### src/rtl/ram_port_arbiter.sv
// ram_port_arbiter
//   Shares one single-port synchronous RAM between NUM_REQ requesters.
//   Each cycle a round-robin arbiter picks at most one valid request and
//   issues it to the RAM. A tag pipeline matched to the RAM read latency
//   steers each read result back to the requester that issued it.
//
// Ports
//   clk, rst      : clock, synchronous active-high reset
//   req_valid     : per-requester request valid
//   req_ready     : per-requester grant (accept = valid & ready)
//   req_write     : per-requester 1 = write, 0 = read
//   req_addr      : flattened addresses, requester i at [i*ADDR_W +: ADDR_W]
//   req_wdata     : flattened write data, requester i at [i*DATA_W +: DATA_W]
//   rsp_valid     : one-cycle pulse, read data valid for requester i
//   rsp_data      : shared read data, qualified by rsp_valid
//   mem_addr      : RAM address
//   mem_write_en  : RAM write enable
//   mem_data_in   : RAM write data
//   mem_data_out  : RAM read data
module ram_port_arbiter #(
  parameter int NUM_REQ      = 2,
  parameter int ADDR_W       = 8,
  parameter int DATA_W       = 8,
  parameter int READ_LATENCY = 2
) (
  input  logic                      clk,
  input  logic                      rst,
  input  logic [NUM_REQ-1:0]        req_valid,
  output logic [NUM_REQ-1:0]        req_ready,
  input  logic [NUM_REQ-1:0]        req_write,
  input  logic [NUM_REQ*ADDR_W-1:0] req_addr,
  input  logic [NUM_REQ*DATA_W-1:0] req_wdata,
  output logic [NUM_REQ-1:0]        rsp_valid,
  output logic [DATA_W-1:0]         rsp_data,
  output logic [ADDR_W-1:0]         mem_addr,
  output logic                      mem_write_en,
  output logic [DATA_W-1:0]         mem_data_in,
  input  logic [DATA_W-1:0]         mem_data_out
);

  localparam int ID_W = (NUM_REQ > 1) ? $clog2(NUM_REQ) : 1;

  typedef struct packed {
    logic            vld;
    logic [ID_W-1:0] id;
  } tag_t;

  localparam int TAG_W = $bits(tag_t);

  logic [ID_W-1:0]   rr_ptr_q, rr_ptr_d;
  logic [ADDR_W-1:0] mem_addr_q, mem_addr_d;
  tag_t [READ_LATENCY-1:0] tag_q, tag_d;

  logic            grant_any;
  logic [ID_W-1:0] grant_id;

  // Round-robin search starting at rr_ptr_q; the sum is one bit wider so the
  // wrap can be done with a single conditional subtract.
  always_comb begin
    logic [ID_W:0]   sum;
    logic [ID_W-1:0] cand;
    grant_any = 1'b0;
    grant_id  = '0;
    sum       = '0;
    cand      = '0;
    for (int unsigned off = 0; off < NUM_REQ; off++) begin
      sum = {1'b0, rr_ptr_q} + (ID_W+1)'(off);
      if (sum >= (ID_W+1)'(NUM_REQ)) sum = sum - (ID_W+1)'(NUM_REQ);
      cand = sum[ID_W-1:0];
      if (!grant_any && req_valid[cand]) begin
        grant_any = 1'b1;
        grant_id  = cand;
      end
    end
    if (rst) grant_any = 1'b0;
  end

  always_comb begin
    req_ready = '0;
    if (grant_any) req_ready[grant_id] = 1'b1;
  end

  // With no winner the address bus parks on the last issued address.
  assign mem_addr     = grant_any ? req_addr[grant_id*ADDR_W +: ADDR_W] : mem_addr_q;
  assign mem_data_in  = req_wdata[grant_id*DATA_W +: DATA_W];
  assign mem_write_en = grant_any & req_write[grant_id];

  always_comb begin
    rr_ptr_d   = rr_ptr_q;
    mem_addr_d = mem_addr;
    if (grant_any) begin
      rr_ptr_d = (grant_id == ID_W'(NUM_REQ-1)) ? '0 : grant_id + 1'b1;
    end
  end

  // Tag shift register: stage 0 records the accepted read, the last stage
  // lines up with mem_data_out. Shifting the whole packed array keeps this
  // valid for READ_LATENCY = 1 as well.
  always_comb begin
    tag_d        = tag_q << TAG_W;
    tag_d[0].vld = grant_any & ~req_write[grant_id];
    tag_d[0].id  = grant_id;
  end

  always_comb begin
    rsp_valid = '0;
    if (tag_q[READ_LATENCY-1].vld) rsp_valid[tag_q[READ_LATENCY-1].id] = 1'b1;
  end

  assign rsp_data = mem_data_out;

  always_ff @(posedge clk) begin
    if (rst) begin
      rr_ptr_q   <= '0;
      mem_addr_q <= '0;
      tag_q      <= '0;
    end else begin
      rr_ptr_q   <= rr_ptr_d;
      mem_addr_q <= mem_addr_d;
      tag_q      <= tag_d;
    end
  end

endmodule

### config.mk
export PLATFORM = sky130hd
export DESIGN_NAME = ram_port_arbiter
export DESIGN_NICKNAME = d
export VERILOG_FILES = /design/src/rtl/ram_port_arbiter.sv
export SDC_FILE = /design/constraint.sdc
export NUM_CORES = 1
export LEC_CHECK = 0
export ABC_AREA = 1
export BUFFER_PORTS_ARGS = -buffer_cell sky130_fd_sc_hd__buf_2
export CORE_ASPECT_RATIO = 0.9
export CORE_MARGIN = 2
export CORE_UTILIZATION = 39
export DETAILED_ROUTE_END_ITERATION = 12
export PLACE_DENSITY_LB_ADDON = 0.1
export SYNTH_ARGS = -nofsm -noshare
export SYNTH_HDL_FRONTEND = slang
export SYNTH_SLANG_ARGS = --single-unit
export TNS_END_PERCENT = 30
### constraint.sdc
create_clock -name clk -period 1.76 [get_ports clk]
set_clock_uncertainty 0.05 [all_clocks]
set_input_delay 0.088 -clock clk [delete_from_list [all_inputs] [get_ports clk]]
set_output_delay 0.088 -clock clk [all_outputs]
set_load 0.01 [all_outputs]
# Word-level counts from Yosys, hierarchy flattened
# Cells that the tools add are included.
dict set report totals {
  inputBits 46
  register_bits 13
  out_inout_bits 29
}
dict set report op_classes {
  n_bitwise 3
  mux 21
  n_reduce_logical 4
  n_addsub 4
  magnitude_cmp 8
  shifts 2
}
# op n
set op_table {}
lappend op_table {{indexed part select 16 x 5 -> 8 bit} 2}
lappend op_table {{2-to-1 mux 1 bit} 16}
lappend op_table {{< comparator 1 x 2 -> 1 bit, second input constant} 4}
lappend op_table {{2-to-1 mux 8 bit} 1}
lappend op_table {{2-to-1 mux 2 bit} 2}
lappend op_table {{logical AND 1 bit} 3}
lappend op_table {{adder 1 x 1 -> 2 bit, second input constant} 1}
lappend op_table {{bitwise AND 1 bit} 2}
lappend op_table {{demux 1 bit (select 1 bit)} 2}
lappend op_table {{greater-or-equal comparator 1 bit, second input constant} 2}
lappend op_table {{greater-or-equal comparator 1 x 2 -> 1 bit, second input constant} 1}
lappend op_table {{greater-or-equal comparator 2 bit, second input constant} 1}
lappend op_table {{subtractor 1 bit, second input constant} 2}
lappend op_table {{adder 1 bit, second input constant} 1}
lappend op_table {{zero test 1 bit} 1}
lappend op_table {{inverter 1 bit} 1}

# Longest topological paths before layout
# Gate-level depths: netlist of the first run.
dict set report depth {
  word_depth 13
  mapped_depth 7
  mapped_depth_nobuf 7
}

# Least setup slack after synthesis of the first run
# No wires, ideal clock.
dict set report synth_path {
  kind {reg-to-output}
  from {register rr_ptr_q}
  to {output port mem_write_en}
  t_arrival_ps 941
  path_stages_with_launch 7
  path_slack_ps 681
  path_buffers 0
  cell_sequence {dfxtp_1 inv_1 nand2_4 nand2_4 inv_2 nand2_1 a21oi_1}
}
dict set report synth_between {
  elab_chain_cells 11
  elab_cells_between_ends 21
  classes_between {add/sub (3); order compare (2); mux (13); bitwise (1); reduce/logical (2)}
}
# element line
set synth_lines {}
lappend synth_lines {{from (decl)} 50} ;# logic [ID_W-1:0] rr_ptr_q, rr_ptr_d;
lappend synth_lines {{from (signal assigned)} 118} ;# rr_ptr_q <= rr_ptr_d;
lappend synth_lines {{greater-or-equal comparator 1 x 2 -> 1 bit / subtractor 1 bit (equally long branches)} 68} ;# if (sum >= (ID_W+1)'(NUM_REQ)) sum = sum - (ID_W+1)'(NUM_REQ);
lappend synth_lines {{2-to-1 mux 1 bit} 68}
lappend synth_lines {{2-to-1 mux 1 bit (not written as such) (2 in series)} 70} ;# if (!grant_any && req_valid[cand]) begin
lappend synth_lines {{2-to-1 mux 1 bit} 70}
lappend synth_lines {{zero test 1 bit} 70}
lappend synth_lines {{logical AND 1 bit} 70}
lappend synth_lines {{2-to-1 mux 1 bit} 70}
lappend synth_lines {{2-to-1 mux 1 bit (not written as such) (2 in series)} 86} ;# assign mem_write_en = grant_any & req_write[grant_id];
lappend synth_lines {{bitwise AND 1 bit *} 86}
lappend synth_lines {{to (decl)} 36} ;# output logic mem_write_en,
# Mark *: on every way between the ends. The rest lies on a longest branch, timed or not. The select of a mux whose other input is x is not followed.

# Final worst setup path of the first run
# Ends and elaborated chain as after synthesis.

==> results of run 1 <==
## worst paths after layout
| check | startpoint | cells past startpoint | to | slack, ns |
|---|---|---|---|---|
| worst max register to register | rr_ptr_q$_SDFFE_PP0P_ | 7 | mem_addr_q[0]$_SDFF_PP0_ | 0.57 |
| worst min-delay path | req_write[1] | 4 | tag_d[3]$_SDFF_PP0_ | 0.01 |
| worst min register to register | tag_d[2]$_SDFF_PP0_ | 2 | tag_q[2]$_SDFF_PP0_ | 0.37 |
| worst max-delay path | rr_ptr_q$_SDFFE_PP0P_ | 7 | mem_write_en | 0.14 |
## registers in the layout, summed over array words and instances (netlist names)
register	count
mem_addr_q	8
rr_ptr_q	1
tag_d	2
tag_q	2
## placed cells by master, fill, tap and decap left out, drive strengths merged
cell type    netlist  routed
a21oi              1       1
inv               22      22
clkinv             0       1
clkbuf             1       3
buf               11      58
dfxtp             13      13
nand2             47      47
nand3              4       4
dlygate4sd3        0       1
nor2              27      27
o21ai              2       2
nand4              8       8
## kinds of logic after synthesis
kind of cell / after synthesis / synth area share, %
and+or+nand+nor: 86 / 45.6
buffers and inverters: 34 / 19.8
DFF: 13 / 31.4
AOI/OAI and AO/OA: 3 / 3.17
## timing repair
item | in CTS | in global routing
gates resized for setup | 0 | 0
endpoints found under the hold margin | 1 | 0
hold buffers | 1 | 0
buffers inserted | 0 | 0
## area by class of cell
type	instances	area share (%)
Multi-Input combinational cell	89	36.5
Timing Repair Buffer	59	27.1
Sequential cell	13	23.5
Inverter	22	7.47
Tap cell	25	2.83
Clock buffer	3	2.04
Clock inverter	1	0.452
## metal layers
layer | part of all wire [%] | up-vias | wire length, microns | track usage, %
li1 | - | 501 | - | -
met4 | 0.69 | 0 | 14 | 4.62
met2 | 45 | 42 | 911 | 26.5
met1 | 47 | 380 | 963 | 21.3
met5 | 0 | - | 0 | 0
met3 | 7.4 | 2 | 152 | 5.94
## tightest hold or removal path: cells and delay by family
kind | cells | cell delay [ns]
buffers and inverters | 1 | 0.07
and+or+nand+nor | 3 | 0.15
## per-stage QoR
stage / hold WS, ns / cells / instance area, sq um
6_report: 0.0130 / 212 / 1110
5_1_grt: 0.0272 / 212 / 1110
4_1_cts: 0.00284 / 212 / 1110
3_5_place_dp: 0.126 / 207 / 1070
3_3_place_gp: 0.126 / 207 / 1070
2_1_floorplan: 0.205 / 136 / 828
## power groups by stage
stage / clock network (mW) / registers, mW / logic (mW)
after floorplan: 0 / 0.324 / 0.148
after global placement: 0 / 0.325 / 0.220
after detailed placement: 0 / 0.325 / 0.223
after CTS: 0.199 / 0.319 / 0.226
after global routing: 0.211 / 0.320 / 0.252
final: 0.190 / 0.318 / 0.223
==> impl_metrics.env, run 1 <==
export IMPL_swShare_pct=32.7
export IMPL_slew_viol_final=0
export IMPL_grt_max_degree=16
export IMPL_start_util_pct=42.4
export IMPL_combPwrFrac_pct=30.5
export IMPL_ys_seq_area_share_pct=31.4
export IMPL_drt_pass1_iter_count=4
export IMPL_synth_top_area_cell="dfxtp_1"
export IMPL_ir_drop_v=0.000417
export IMPL_synth_seq_cells=13
export IMPL_vias=925
export IMPL_synth_cell_type_count=15
export IMPL_netlist_area_sq_um=828
export IMPL_power_frac_seq_pct=43.5
export IMPL_grt_pass1_wl_microns=3030
export IMPL_p_leak_nw=0.729
export IMPL_wl_microns=2040
export IMPL_fin_crit_ns=1.62
export IMPL_clk_pin_slew_ns=0.08
export IMPL_hold_viol=0
export IMPL_start_kind="flop"
export IMPL_tns_ns=0
export IMPL_clk_latency_ns=0.28
export IMPL_nFillCells=222
export IMPL_synth_top_area_share_pct=31.4
export IMPL_dpl_worst_slack_ns=0.392
export IMPL_globalRouteOverflowTotal=0
export IMPL_cts_tree="yes"
export IMPL_worst_pin_slew_ns=0.368
export IMPL_diodes=0
export IMPL_grt_pass1_vias=726
export IMPL_yosysMostFrequentCell="nand2_1"
export IMPL_cts_sinks=13
export IMPL_internal_power_uw=492
export IMPL_switchingPower_uw=240
export IMPL_core_area_sq_mm=0.00195
export IMPL_p_per_area_mw_per_mm2=662
export IMPL_die_h_microns=47.7
export IMPL_path_buf_inv=3
export IMPL_critPathTopFamily="buffers and inverters"
export IMPL_relSlewSlack_pct=75.5
export IMPL_synth_warning_count=0
export IMPL_place_gp_congestion=0.732
export IMPL_dieArea_sq_mm=0.00251
export IMPL_post_route_util_pct=56.7
export IMPL_cts_root_buf="clkbuf_4"
export IMPL_status="finished, final reports clean"
export IMPL_area_delta_synth_final_pct=33.5
export IMPL_p_total_uw=732
export IMPL_synth_edf_count=0
export IMPL_setup_violations=0
export IMPL_synth_avg_cell_area_sq_um=6.09
export IMPL_clock_fmax_ghz=0.616
export IMPL_hp_class="in -> reg"
export IMPL_synth_common_cells="nand2_1 (44), nor2_1 (26), inv_1 (21)"
export IMPL_drc=0
export IMPL_critPathMaxFanout=15
export IMPL_die_w_microns=52.6
export IMPL_async_flop_share_pct=0
export IMPL_port_buffers=58
export IMPL_row_count=15
export IMPL_cpPeakStageDelay_ns=0.33
export IMPL_ant_nets=0
export IMPL_synthTopCellsByArea="dfxtp_1 (31%), nand2_1 (20%), nor2_1 (12%), inv_1 (9.5%), buf_4 (8.2%)"
export IMPL_numCtsBuffers=3
export IMPL_h_tree_depth=1
export IMPL_grt_use_total_pct=16.5
export IMPL_layout_drive_gt1_share_pct=36.4
export IMPL_critPathKind="reg -> out"
export IMPL_worstPathArrival_ns=1.49
export IMPL_setup_ws_ns=0.136
export IMPL_antenna_found_initial=0
export IMPL_syn_inst=136
export IMPL_place_hpwl_microns=1580
export IMPL_drtIter0Drc=9
export IMPL_cp_required_ns=1.62
export IMPL_endpoint_kind="primary output"
export IMPL_path_cells="inv_1 -> nand2_4 -> nand2_4 -> inv_2 -> nand2_1 -> a21oi_1 -> buf_2"
export IMPL_ios=75
export IMPL_multi_input_area_sq_um=404
export IMPL_fin_nets=234
export IMPL_period_share_pct=92.3
export IMPL_power_frac_clock_pct=26.0
export IMPL_cp_common_cell="nand2_4"
export IMPL_rsz0062_at_grt="false"
export IMPL_post_drt_via_cell_ratio=4.36
export IMPL_seqCellArea_sq_um=260
export IMPL_synth_fp_nets=182
export IMPL_synth_top_flop_cell="dfxtp_1"
export IMPL_cp_slowest_cell="dfxtp_1"
export IMPL_drv_cap=0
export IMPL_detail_route_wl_per_cell_microns=9.63
export IMPL_cts_buffer_depth=2
(Power assumes the default switching activity.)
==> run 2, diff against run 1 <==
--- a/config.mk
+++ b/config.mk
@@ -5,14 +5,15 @@
 export SDC_FILE = /design/constraint.sdc
 export NUM_CORES = 1
 export LEC_CHECK = 0
-export ABC_AREA = 1
+export ABC_AREA = 0
 export BUFFER_PORTS_ARGS = -buffer_cell sky130_fd_sc_hd__buf_2
+export CAP_MARGIN = 15
 export CORE_ASPECT_RATIO = 0.9
 export CORE_MARGIN = 2
-export CORE_UTILIZATION = 39
+export CORE_UTILIZATION = 41
 export DETAILED_ROUTE_END_ITERATION = 12
 export PLACE_DENSITY_LB_ADDON = 0.1
 export SYNTH_ARGS = -nofsm -noshare
 export SYNTH_HDL_FRONTEND = slang
 export SYNTH_SLANG_ARGS = --single-unit
-export TNS_END_PERCENT = 30
+export TNS_END_PERCENT = 100
==> run 2 against run 1 <==
First-iteration DRC count fell by 44%. Utilization rose by 0.45 points. Hold slack improved by 0.034 ns. Worst setup slack got worse by 0.069 ns. Largest power group unchanged. Highest routed layer unchanged.
==> impl_metrics.env, run 2 <==
export IMPL_status="finished, final reports clean"
export IMPL_post_route_util_pct=57.1
export IMPL_hp_class="in -> reg"
export IMPL_hold_viol=0
export IMPL_largest_reg_flops=8
export IMPL_rr_endpoint="mem_addr_q[6]$_SDFF_PP0_"
export IMPL_p_per_area_mw_per_mm2=644
export IMPL_stdcell_area_sq_mm=0.00123
export IMPL_grt_use_total_pct=20.8
export IMPL_dpl_cell_area_sq_mm=0.00119
export IMPL_cts_buffer_depth=2
export IMPL_clk_pin_slew_ns=0.08
export IMPL_numCtsBuffers=3
export IMPL_die_h_microns=49.3
export IMPL_critPathMaxFanout=9
export IMPL_layout_drive_gt1_share_pct=55.1
export IMPL_synth_compound_area_share_pct=18.0
export IMPL_die_w_microns=54.3
export IMPL_vias=992
export IMPL_grt_max_degree=15
export IMPL_row_count=16
export IMPL_synth_top_family_by_area="simple AND/OR/NAND/NOR gates"
export IMPL_synth_top_area_share_pct=27.9
export IMPL_synth_cell_type_count=25
export IMPL_cp_slowest_cell="dfxtp_2"
export IMPL_p_leak_nw=0.608
export IMPL_drc=0
export IMPL_synthAdderAreaFrac_pct=0
export IMPL_path_cells="and2b_2 -> nor3_4 -> buf_12 -> a221o_1 -> buf_2"
export IMPL_synth_top_flop_cell="dfxtp_1"
export IMPL_syn_inst=103
export IMPL_endpoint_kind="primary output"
export IMPL_slew_viol_final=0
export IMPL_synth_warning_count=0
export IMPL_fin_nets=203
export IMPL_setup_violations=0
export IMPL_placedCellCount=178
export IMPL_rsz0062_at_grt="false"
export IMPL_synth_avg_cell_area_sq_um=9.06
export IMPL_path_buf_inv=2
export IMPL_grt_pass1_vias=937
export IMPL_async_flop_share_pct=0
export IMPL_core_area_sq_mm=0.00216
export IMPL_cpPeakStageDelay_ns=0.35
export IMPL_clk_latency_ns=0.28
export IMPL_layout_common_cells="buf_2 (58), mux2_2 (16), dfxtp_1 (12), nor2_1 (10), nor3_1 (9)"
export IMPL_min_from="req_write[0]"
export IMPL_period_share_pct=96.2
export IMPL_ios=75
export IMPL_synthTopCellsByArea="dfxtp_1 (28%), mux2_2 (19%), a221o_1 (8.6%), buf_4 (8.0%), and2_1 (5.4%)"
export IMPL_tns_ns=0
export IMPL_grt_pass1_wl_microns=4060
export IMPL_hold_path_end="tag_d[3]$_SDFF_PP0_"
export IMPL_diodes=0
export IMPL_h_tree_depth=1
export IMPL_start_kind="flop"
export IMPL_drtIter0Drc=5
export IMPL_crit_start="rr_ptr_q$_SDFFE_PP0P_"
export IMPL_place_gp_congestion=0.762
export IMPL_cts_root_buf="clkbuf_4"
export IMPL_synth_seq_cells=13
export IMPL_synth_simple_gate_area_share_pct=24.4
export IMPL_top_register="mem_addr_q"
export IMPL_netlist_area_sq_um=933
export IMPL_place_hpwl_microns=2040
export IMPL_synth_mux_area_share_pct=19.3
export IMPL_final_cell_count_no_fill=183
export IMPL_relSlewSlack_pct=66.3
export IMPL_drv_cap=0
export IMPL_rr_worst_depth=4
export IMPL_clock_fmax_ghz=0.591
export IMPL_port_buffers=58
export IMPL_fin_crit_ns=1.69
export IMPL_globalRouteOverflowTotal=0
export IMPL_r2r_setup_slack_ns=0.59
export IMPL_synth_fp_nets=149
export IMPL_yosysMostFrequentCell="mux2_2"
export IMPL_synth_xor_area_share_pct=0
export IMPL_final_common_cell="buf_2"
export IMPL_synth_top_area_cell="dfxtp_1"
export IMPL_cts_tree="yes"
export IMPL_area_delta_synth_final_pct=32.3
export IMPL_worstPathArrival_ns=1.56
export IMPL_cts_sinks=13
export IMPL_antenna_found_initial=0
export IMPL_ant_nets=0
export IMPL_start_util_pct=43.2
export IMPL_synth_common_cells="mux2_2 (16), dfxtp_1 (13), buf_4 (10), nor2_1 (10), nor3_1 (9)"
export IMPL_post_drt_via_cell_ratio=5.42
export IMPL_ir_drop_v=0.000359
export IMPL_worst_pin_slew_ns=0.504
export IMPL_ys_seq_area_share_pct=27.9
export IMPL_synth_edf_count=0
export IMPL_dieArea_sq_mm=0.00267
export IMPL_critPathTopFamily="flip-flops"
export IMPL_drt_pass1_iter_count=4
export IMPL_min_path_cells=3
export IMPL_wl_microns=2650
export IMPL_crit_reg2reg_launch="rr_ptr_q$_SDFFE_PP0P_"
export IMPL_critPathKind="reg -> out"
export IMPL_cp_required_ns=1.62
export IMPL_detail_route_wl_per_cell_microns=14.5
run 2: changes by cell type in the layout (fill, tap and decap cells not counted), sizes merged, moves of 9 or more:
cell / before / now
nor2: 27 / 11
mux2: 0 / 16
nor3: 0 / 10
and2: 0 / 9
inv: 22 / 1
nand2: 47 / 2
run 2: worst max-delay path by stage:
| stage | end | slack (ns) | cells after the start |
|---|---|---|---|
| after global routing | mem_addr[5] | 0.008 | 5 |
| after detailed placement | mem_addr[7] | 0.33 | 4 |
| after CTS | mem_addr[7] | 0.01 | 4 |
| final | mem_addr[7] | 0.07 | 5 |
| after floorplan | mem_addr[0] | 0.52 | 3 |
| after global placement | mem_addr[5] | 0.39 | 4 |
run 2: layout make-up:
type                       instances  area, sq um
clock buffer                       4         26.3
fill                             213          927
inverter                           1         3.75
multi-input combinational         76          577
sequential                        13          262
tap                               27         33.8
timing repair buffer              62          333
run 2: per-layer routing:
layer	share of wire, %	routed length, microns	global-route usage (%)	vias up
met5	0	0	0	-
met4	2.2	57	10.4	0
met3	9.0	237	4.60	8
met2	50	1320	34.3	55
met1	39	1030	24.4	443
li1	-	-	-	486
run 2: tightest hold or removal path: cells and delay by family:
| family | cells | cell delay [ns] |
|---|---|---|
| buffers and inverters | 1 | 0.09 |
| AO/OA/AOI/OAI | 1 | 0.13 |
| AND/OR/NAND/NOR | 1 | 0.04 |
run 2: timing repair:
action,4_1_cts,5_1_grt
buffers inserted,0,1
resized for setup,0,2
hold buffers,0,0
setup endpoints to repair,0,8
run 2: kinds of logic after synthesis:
logic type             Yosys count
buffers and inverters           14
AOI/OAI and AO/OA               21
DFF                             13
and+or+nand+nor                 39
muxes                           16
run 2: metrics by stage:
stage / setup slack [ns] / hold slack [ns] / power [mW]
after floorplan: 0.515 / 0.218 / 0.514
after global placement: 0.392 / 0.126 / 0.597
after detailed placement: 0.332 / 0.126 / 0.604
after CTS: 0.0107 / 0.0438 / 0.795
after global routing: 0.00829 / 0.0523 / 0.841
final: 0.0666 / 0.0473 / 0.796
run 2: report_power, final:
part           total, mW  switching (mW)  internal (mW)
logic              0.276           0.132          0.144
registers          0.326         0.00972          0.316
clock network      0.193           0.105         0.0880
total              0.796           0.247          0.548
